### src/rtl/regfile_write_arbiter.sv
// Arbitrates the single register-file write port between CPU writeback and a
// buffered I/O requester, with a starvation counter that forces FIFO drains.
module regfile_write_arbiter #(
  parameter int DEPTH        = 4,
  parameter int STARVE_LIMIT = 3
) (
  input  logic        clock,
  input  logic        ctrl_reset,
  input  logic        cpu_we,
  input  logic [4:0]  cpu_waddr,
  input  logic [31:0] cpu_wdata,
  input  logic        io_valid,
  output logic        io_ready,
  input  logic [4:0]  io_waddr,
  input  logic [31:0] io_wdata,
  output logic        stall_cpu,
  output logic        ctrl_writeEnable,
  output logic [4:0]  ctrl_writeReg,
  output logic [31:0] data_writeReg,
  output logic [2:0]  fifo_count
);

  localparam int PW = $clog2(DEPTH);
  localparam int CW = PW + 1;
  localparam int SW = $clog2(STARVE_LIMIT + 1);

  typedef enum logic [1:0] {
    GRANT_NONE,
    GRANT_CPU,
    GRANT_FIFO
  } grant_e;

  grant_e        grant;
  logic          cpu_req;
  logic          push;
  logic          pop;
  logic          fifo_nonempty;

  logic [PW-1:0] head_q, head_d;
  logic [PW-1:0] tail_q, tail_d;
  logic [CW-1:0] count_q, count_d;
  logic [SW-1:0] starve_q, starve_d;
  logic [4:0]    addr_mem_q [DEPTH];
  logic [4:0]    addr_mem_d [DEPTH];
  logic [31:0]   data_mem_q [DEPTH];
  logic [31:0]   data_mem_d [DEPTH];
  logic          we_q, we_d;
  logic [4:0]    waddr_q, waddr_d;
  logic [31:0]   wdata_q, wdata_d;

  assign fifo_nonempty = (count_q != '0);
  assign io_ready      = (count_q < CW'(DEPTH));
  assign stall_cpu     = (starve_q == SW'(STARVE_LIMIT)) && fifo_nonempty;
  assign cpu_req       = cpu_we && (cpu_waddr != 5'd0);
  // Writes to r0 complete the handshake but are dropped before the FIFO.
  assign push          = io_valid && io_ready && (io_waddr != 5'd0);
  assign pop           = (grant == GRANT_FIFO);

  always_comb begin
    grant    = GRANT_NONE;
    starve_d = '0;
    if (stall_cpu) begin
      grant = GRANT_FIFO;
    end else if (cpu_req) begin
      grant = GRANT_CPU;
      if (fifo_nonempty) begin
        starve_d = starve_q + SW'(1);
      end
    end else if (fifo_nonempty) begin
      grant = GRANT_FIFO;
    end
  end

  always_comb begin
    head_d     = head_q;
    tail_d     = tail_q;
    count_d    = count_q;
    addr_mem_d = addr_mem_q;
    data_mem_d = data_mem_q;
    if (push) begin
      addr_mem_d[tail_q] = io_waddr;
      data_mem_d[tail_q] = io_wdata;
      tail_d             = tail_q + PW'(1);
    end
    if (pop) begin
      head_d = head_q + PW'(1);
    end
    case ({push, pop})
      2'b10:   count_d = count_q + CW'(1);
      2'b01:   count_d = count_q - CW'(1);
      default: count_d = count_q;
    endcase
  end

  // Address and data hold their last value when nothing is granted.
  always_comb begin
    we_d    = (grant != GRANT_NONE);
    waddr_d = waddr_q;
    wdata_d = wdata_q;
    case (grant)
      GRANT_CPU: begin
        waddr_d = cpu_waddr;
        wdata_d = cpu_wdata;
      end
      GRANT_FIFO: begin
        waddr_d = addr_mem_q[head_q];
        wdata_d = data_mem_q[head_q];
      end
      default: ;
    endcase
  end

  always_ff @(posedge clock) begin
    if (ctrl_reset) begin
      head_q   <= '0;
      tail_q   <= '0;
      count_q  <= '0;
      starve_q <= '0;
      we_q     <= 1'b0;
      waddr_q  <= '0;
      wdata_q  <= '0;
    end else begin
      head_q   <= head_d;
      tail_q   <= tail_d;
      count_q  <= count_d;
      starve_q <= starve_d;
      we_q     <= we_d;
      waddr_q  <= waddr_d;
      wdata_q  <= wdata_d;
    end
  end

  // Storage needs no reset: the cleared count marks every entry invalid.
  always_ff @(posedge clock) begin
    addr_mem_q <= addr_mem_d;
    data_mem_q <= data_mem_d;
  end

  assign ctrl_writeEnable = we_q;
  assign ctrl_writeReg    = waddr_q;
  assign data_writeReg    = wdata_q;
  assign fifo_count       = 3'(count_q);

endmodule
### config.mk
export PLATFORM = sky130hd
export DESIGN_NAME = regfile_write_arbiter
export DESIGN_NICKNAME = d
export VERILOG_FILES = /design/src/rtl/regfile_write_arbiter.sv
export SDC_FILE = /design/constraint.sdc
export NUM_CORES = 1
export LEC_CHECK = 0
export ABC_CLOCK_PERIOD_IN_PS = 3100
export CAP_MARGIN = 20
export CORE_ASPECT_RATIO = 0.75
export CORE_MARGIN = 2
export CORE_UTILIZATION = 40
export DETAILED_ROUTE_END_ITERATION = 16
export DONT_BUFFER_PORTS = 1
export PLACE_DENSITY = 0.59
export SLEW_MARGIN = 20
export SYNTH_ARGS = -nofsm -noshare
export SYNTH_HDL_FRONTEND = slang
export SYNTH_SLANG_ARGS = --single-unit
### constraint.sdc
create_clock -name clock -period 3.1 [get_ports clock]
set_input_delay 0.31 -clock clock [delete_from_list [all_inputs] [get_ports clock]]
set_output_delay 0.31 -clock clock [all_outputs]
set_load 0.005 [all_outputs]
Word level (Yosys, flattened, before mapping). Cells that the tools add are included.

Register bits after elaboration: 195. Word-level logic and storage cells: 63. Output and inout port bits: 43. Input port bits: 78.

Add/subtract/negate cells: 5. Bitwise gates (word level): 4. $lt $le $gt $ge: 4. Equal/unequal tests: 5. Reductions and logical operators: 12. Muxes and demuxes: 18.

Operators by type and width (count): bitwise mux 128 bit (1); two-way mux 32 bit (3); binary-select mux 32 bit (select 2 bit) (1); demux 32 bit (select 2 bit) (1); one-hot mux 32 bit (2 select lines) (1); bitwise mux 20 bit (1); two-way mux 5 bit (3); binary-select mux 5 bit (select 2 bit) (1); demux 5 bit (select 2 bit) (1); one-hot mux 5 bit (2 select lines) (1); nonzero test 5 bit (2); adder 2 x 1 -> 2 bit, second input constant (3); equality test 2 bit, second input constant (3); greater-or-equal comparator 3 bit, second input constant (2); two-way mux 2 bit (3); inverter 2 -> 3 bit (2); one-hot mux 3 bit (2 select lines) (1); nonzero test 2 bit (3); logical AND 1 bit (5); equality test 2 x 1 -> 1 bit, second input constant (2); OR reduction 4 bit (1); adder 3 x 1 -> 3 bit, second input constant (1); less-than comparator 3 x 1 -> 1 bit, second input constant (1); less-than comparator 3 bit, second input constant (1); other kinds (3) (4).

Longest topological paths before layout.
Depth after elaboration: 7. Mapped depth: 10. Mapped depth without buffers: 10.

Worst setup path after synthesis. Ideal clock, no wire load.

Path type: input to register. From: input cpu_waddr[0]. To: register count_q[2] (netlist: fifo_count[2]). Cell stages on the path: 10. Data required time: 3.029 ns. Path buffers: 0. Slack: 0.430 ns. Library setup time: 0.071 ns. Data arrival time: 2.599 ns. Path through: or4_1 -> o21ai_1 -> or2_1 -> ha_1 -> ha_1 -> inv_1 -> fa_1 -> xor2_1 -> or3_1 -> a21oi_1.

Cells in the longest elaborated chain, start to end: 7. Elaborated cells between the ends (all ways): 9. Those cells by class: eq/ne (3); mux (3); reduce/logical (3).

RTL lines: from (decl) (line 10) `input logic [4:0] cpu_waddr,`; nonzero test 5 bit * (line 54) `assign cpu_req = cpu_we && (cpu_waddr != 5'd0);`; logical AND 1 bit * (line 54); two-way mux 2 bit * (line 64) `end else if (cpu_req) begin`; two-way mux 2 bit * (line 62) `if (stall_cpu) begin`; equality test 2 bit * (line 57) `assign pop = (grant == GRANT_FIFO);`; equality test 2 x 1 -> 1 bit or equality test 2 bit (tied branches) (line 88) `case ({push, pop})`; one-hot mux 3 bit (2 select lines) or nonzero test 2 bit (tied branches); to (signal assigned) (line 125) `count_q <= count_d;`; to (decl) (line 41) `logic [CW-1:0] count_q, count_d;`.

Mark *: on every way between the ends. The rest lies on a longest branch, timed or not. A chain may end at the register's enable or synchronous reset.

Worst setup path in the final report.
From: register count_q[2] (netlist: fifo_count[2]). To: register wdata_q[20] (netlist: data_writeReg[20]).

Elaborated cells between the ends (all ways): 9. Those cells by class: eq/ne (2); mux (4); reduce/logical (3).

RTL lines: nonzero test 3 bit * (line 51) `assign fifo_nonempty = (count_q != '0);`; logical AND 1 bit * (line 53) `assign stall_cpu = (starve_q == SW'(STARVE_LIMIT)) && fifo_nonempty;`; net stall_cpu (line 16) `output logic stall_cpu,`; two-way mux 2 bit * (line 62); equality test 2 bit or equality test 2 x 1 -> 1 bit (tied branches) (line 100) `case (grant)`; one-hot mux 32 bit (2 select lines) or nonzero test 2 bit (tied branches); to (signal assigned) (line 129) `wdata_q <= wdata_d;`; to (decl) (line 49) `logic [31:0] wdata_q, wdata_d;`.

The timed path passes the listed nets; every way through them passes the cells marked *.

==> impl_metrics.ini <==
[run_status]
outcome = completed

[yosys]
synthCells = 582
yosysTopAreaCell = edfxtp_1
ys_seq_area_frac = 0.686
ys_async_sr_fraction = 0
synth.cell_area_mm2 = 0.00785
synth.most_common_cell = edfxtp_1
ys.flop_type = edfxtp_1
synth_top_area_frac = 0.566
avgSynthCellArea_um2 = 13.5
synth_edf_count = 148
ys_warn_count = 0
netlist_top_cells_count = edfxtp_1 (148), inv_1 (81), mux2i_1 (75)
syn-num-nets = 669
synth_cell_types = 30
synth.top_cells.by_area = edfxtp_1 (57%), dfxtp_1 (12%), mux2i_1 (9.6%)
synth_seq_cells = 195

[power]
static-leakage-power_nw = 3.13
power.density_mw_per_mm2 = 738
vdd_drop_max_mv = 0.349

[layout]
drive_above_1_share = 0.0764
nets = 704
ff_latch_area_mm2 = 0.00539
areaGrowthSynthToFinish_pct = 16.0
final_util = 0.471
multiInputGateArea_mm2 = 0.00202
nFillCells = 1684
diodes = 0
finalInstanceArea_mm2 = 0.00911

[critical_path]
worst_setup_path_end_kind = flop
max_stage_delay_ns = 0.45
cp_max_fo = 27
reg2reg_depth = 9
worstPathArrival_ns = 3.13
cpMostUsedCell = buf_4
cp_slowest_cell = or3_1
required_ns = 3.41
path_class = reg -> reg
worstPathCellList = or3_1, and2_1, or2_1, ha_2, buf_4, nand2b_2, buf_4, o22ai_1, o31a_1
critPathLaunchType = flop

[drt]
drcViolationCount = 0
via_per_inst = 5.19
drt-total-wl_um = 16800
vias = 4576
wire_per_inst_um = 19.0
ant_nets = 0
first_iter_violations = 253
first_pass_iters = 5

[sta]
finalCritPeriodShare = 0.911
setup_violations = 0
rsz0062_at_grt = no
slew-limit-headroom = 0.582
clock.fmax_ghz = 0.354
finalWorstSetupSlack_ns = 0.277
finalClockSkew_ns = 0.00811
tns_ns = 0
hold_viol = 0
tightest_slew_ns = 0.627
final_max_slew_viol_count = 0
finalCriticalPeriod_ns = 2.82

[floorplanning]
core_mm2 = 0.0193
ios = 121
die_area_mm2 = 0.0208
rows = 44
start_util = 0.406
die_x_um = 166
die_y_um = 125

[clock_tree]
cts.sinks = 195
htree_levels = 4
cts_buffer_depth = 2
post_cts_buffers = 0
worstSkewPairLatency_ns = 0.43
cts_made_buffers = 17
clk_pin_slew_ns = 0.07
cts_tree = yes
root_buffer = clkbuf_16

[run]
cap_violations = 0

[grt]
grt_pass1_wl_um = 26400
grt_pass1_vias = 4759
grt_max_degree = 45
track_usage = 0.166
grt-ovfl-total = 0
antenna_found_initial = 1

[worst_hold_path]
min_path_cells = 2
worstHoldPathType = in -> reg

[placed_design]
dp_slack_ns = 0.249
dpl-instance-area_mm2 = 0.00813
place_hpwl_um = 10100
portBuffers = 0
gp_congestion = 0.727
## critical path, delay by kind of cell, from the launching register on
kind            cells  cell delay [ns]
buf+inv             2             0.52
fa+ha+maj           1             0.20
flops               1             0.36
simple gates        4             1.17
compound gates      2             0.44
## repair_timing
item,CTS,global route
hold buffers,38,0
endpoints found under the hold margin,154,0
resized for setup,0,0
## state kept, by name, indices dropped and copies added, names as in the netlist
name              flops
tail_q                2
ctrl_writeReg         5
head_q                2
data_mem_q          128
fifo_count            3
ctrl_writeEnable      1
starve_q              2
addr_mem_q           20
data_writeReg        32
## metal layers
layer / vias up / routed length, um / global-route usage
li1: 2161 / - / -
met4: 2 / 148 / 0.0486
met3: 12 / 1080 / 0.0573
met2: 137 / 7960 / 0.273
met1: 2264 / 7580 / 0.210
met5: - / 11 / 0
## placed cells by master, fill, tap and decap left out, types with 3 or more instances in the layout
cell type	instances
a21oi_1	39
or3_1	3
ha_1	7
clkbuf_16	17
buf_4	9
dfxtp_1	46
o31a_1	37
dlygate4sd3_1	38
mux2i_1	75
xor2_1	3
nor2_1	48
and2_4	4
bufinv_16	3
o22ai_1	37
edfxtp_1	148
inv_1	81
## area by class of cell
type,count,share of cell area
inverter,81,0.0334
tap,253,0.0348
timing repair buffer,49,0.0536
multi-input combinational,273,0.221
clock buffer,21,0.0506
clock inverter,9,0.0144
sequential,195,0.592
## stage by stage
step	cells	hold WS (ns)	power (W)
2_1_floorplan	582	0.409	0.00420
3_3_place_gp	813	0.391	0.00446
3_5_place_dp	813	0.387	0.00452
4_1_cts	881	0.0209	0.00679
5_1_grt	881	0.0216	0.00704
6_report	881	0.0484	0.00672
## logic make-up after synthesis
| family | count (synthesis) | synth area share |
|---|---|---|
| fa+ha+maj | 9 | 0.0153 |
| simple gates | 66 | 0.0368 |
| compound gates | 118 | 0.101 |
| flops | 195 | 0.686 |
| mux | 76 | 0.0975 |
| buf+inv | 114 | 0.0588 |
| xor+xnor | 4 | 0.00446 |
## power by group
group / internal [W] / leakage, nW / switching, W / total, W
Clock: 0.00131 / 0.283 / 0.000906 / 0.00221
Combinational: 0.000505 / 1.10 / 0.000686 / 0.00119
Sequential: 0.00313 / 1.75 / 0.000187 / 0.00332
## final timing paths
check | startpoint | endpoint | slack, ns
hold reg to reg | tail_q[1] | tail_q[1] | 0.52
setup reg to reg | fifo_count[2] | data_writeReg[20] | 0.28
setup / recovery | fifo_count[2] | data_writeReg[20] | 0.28
hold / removal | ctrl_reset | data_writeReg[31] | 0.05
No activity file was read; power rests on OpenSTA's default activity.
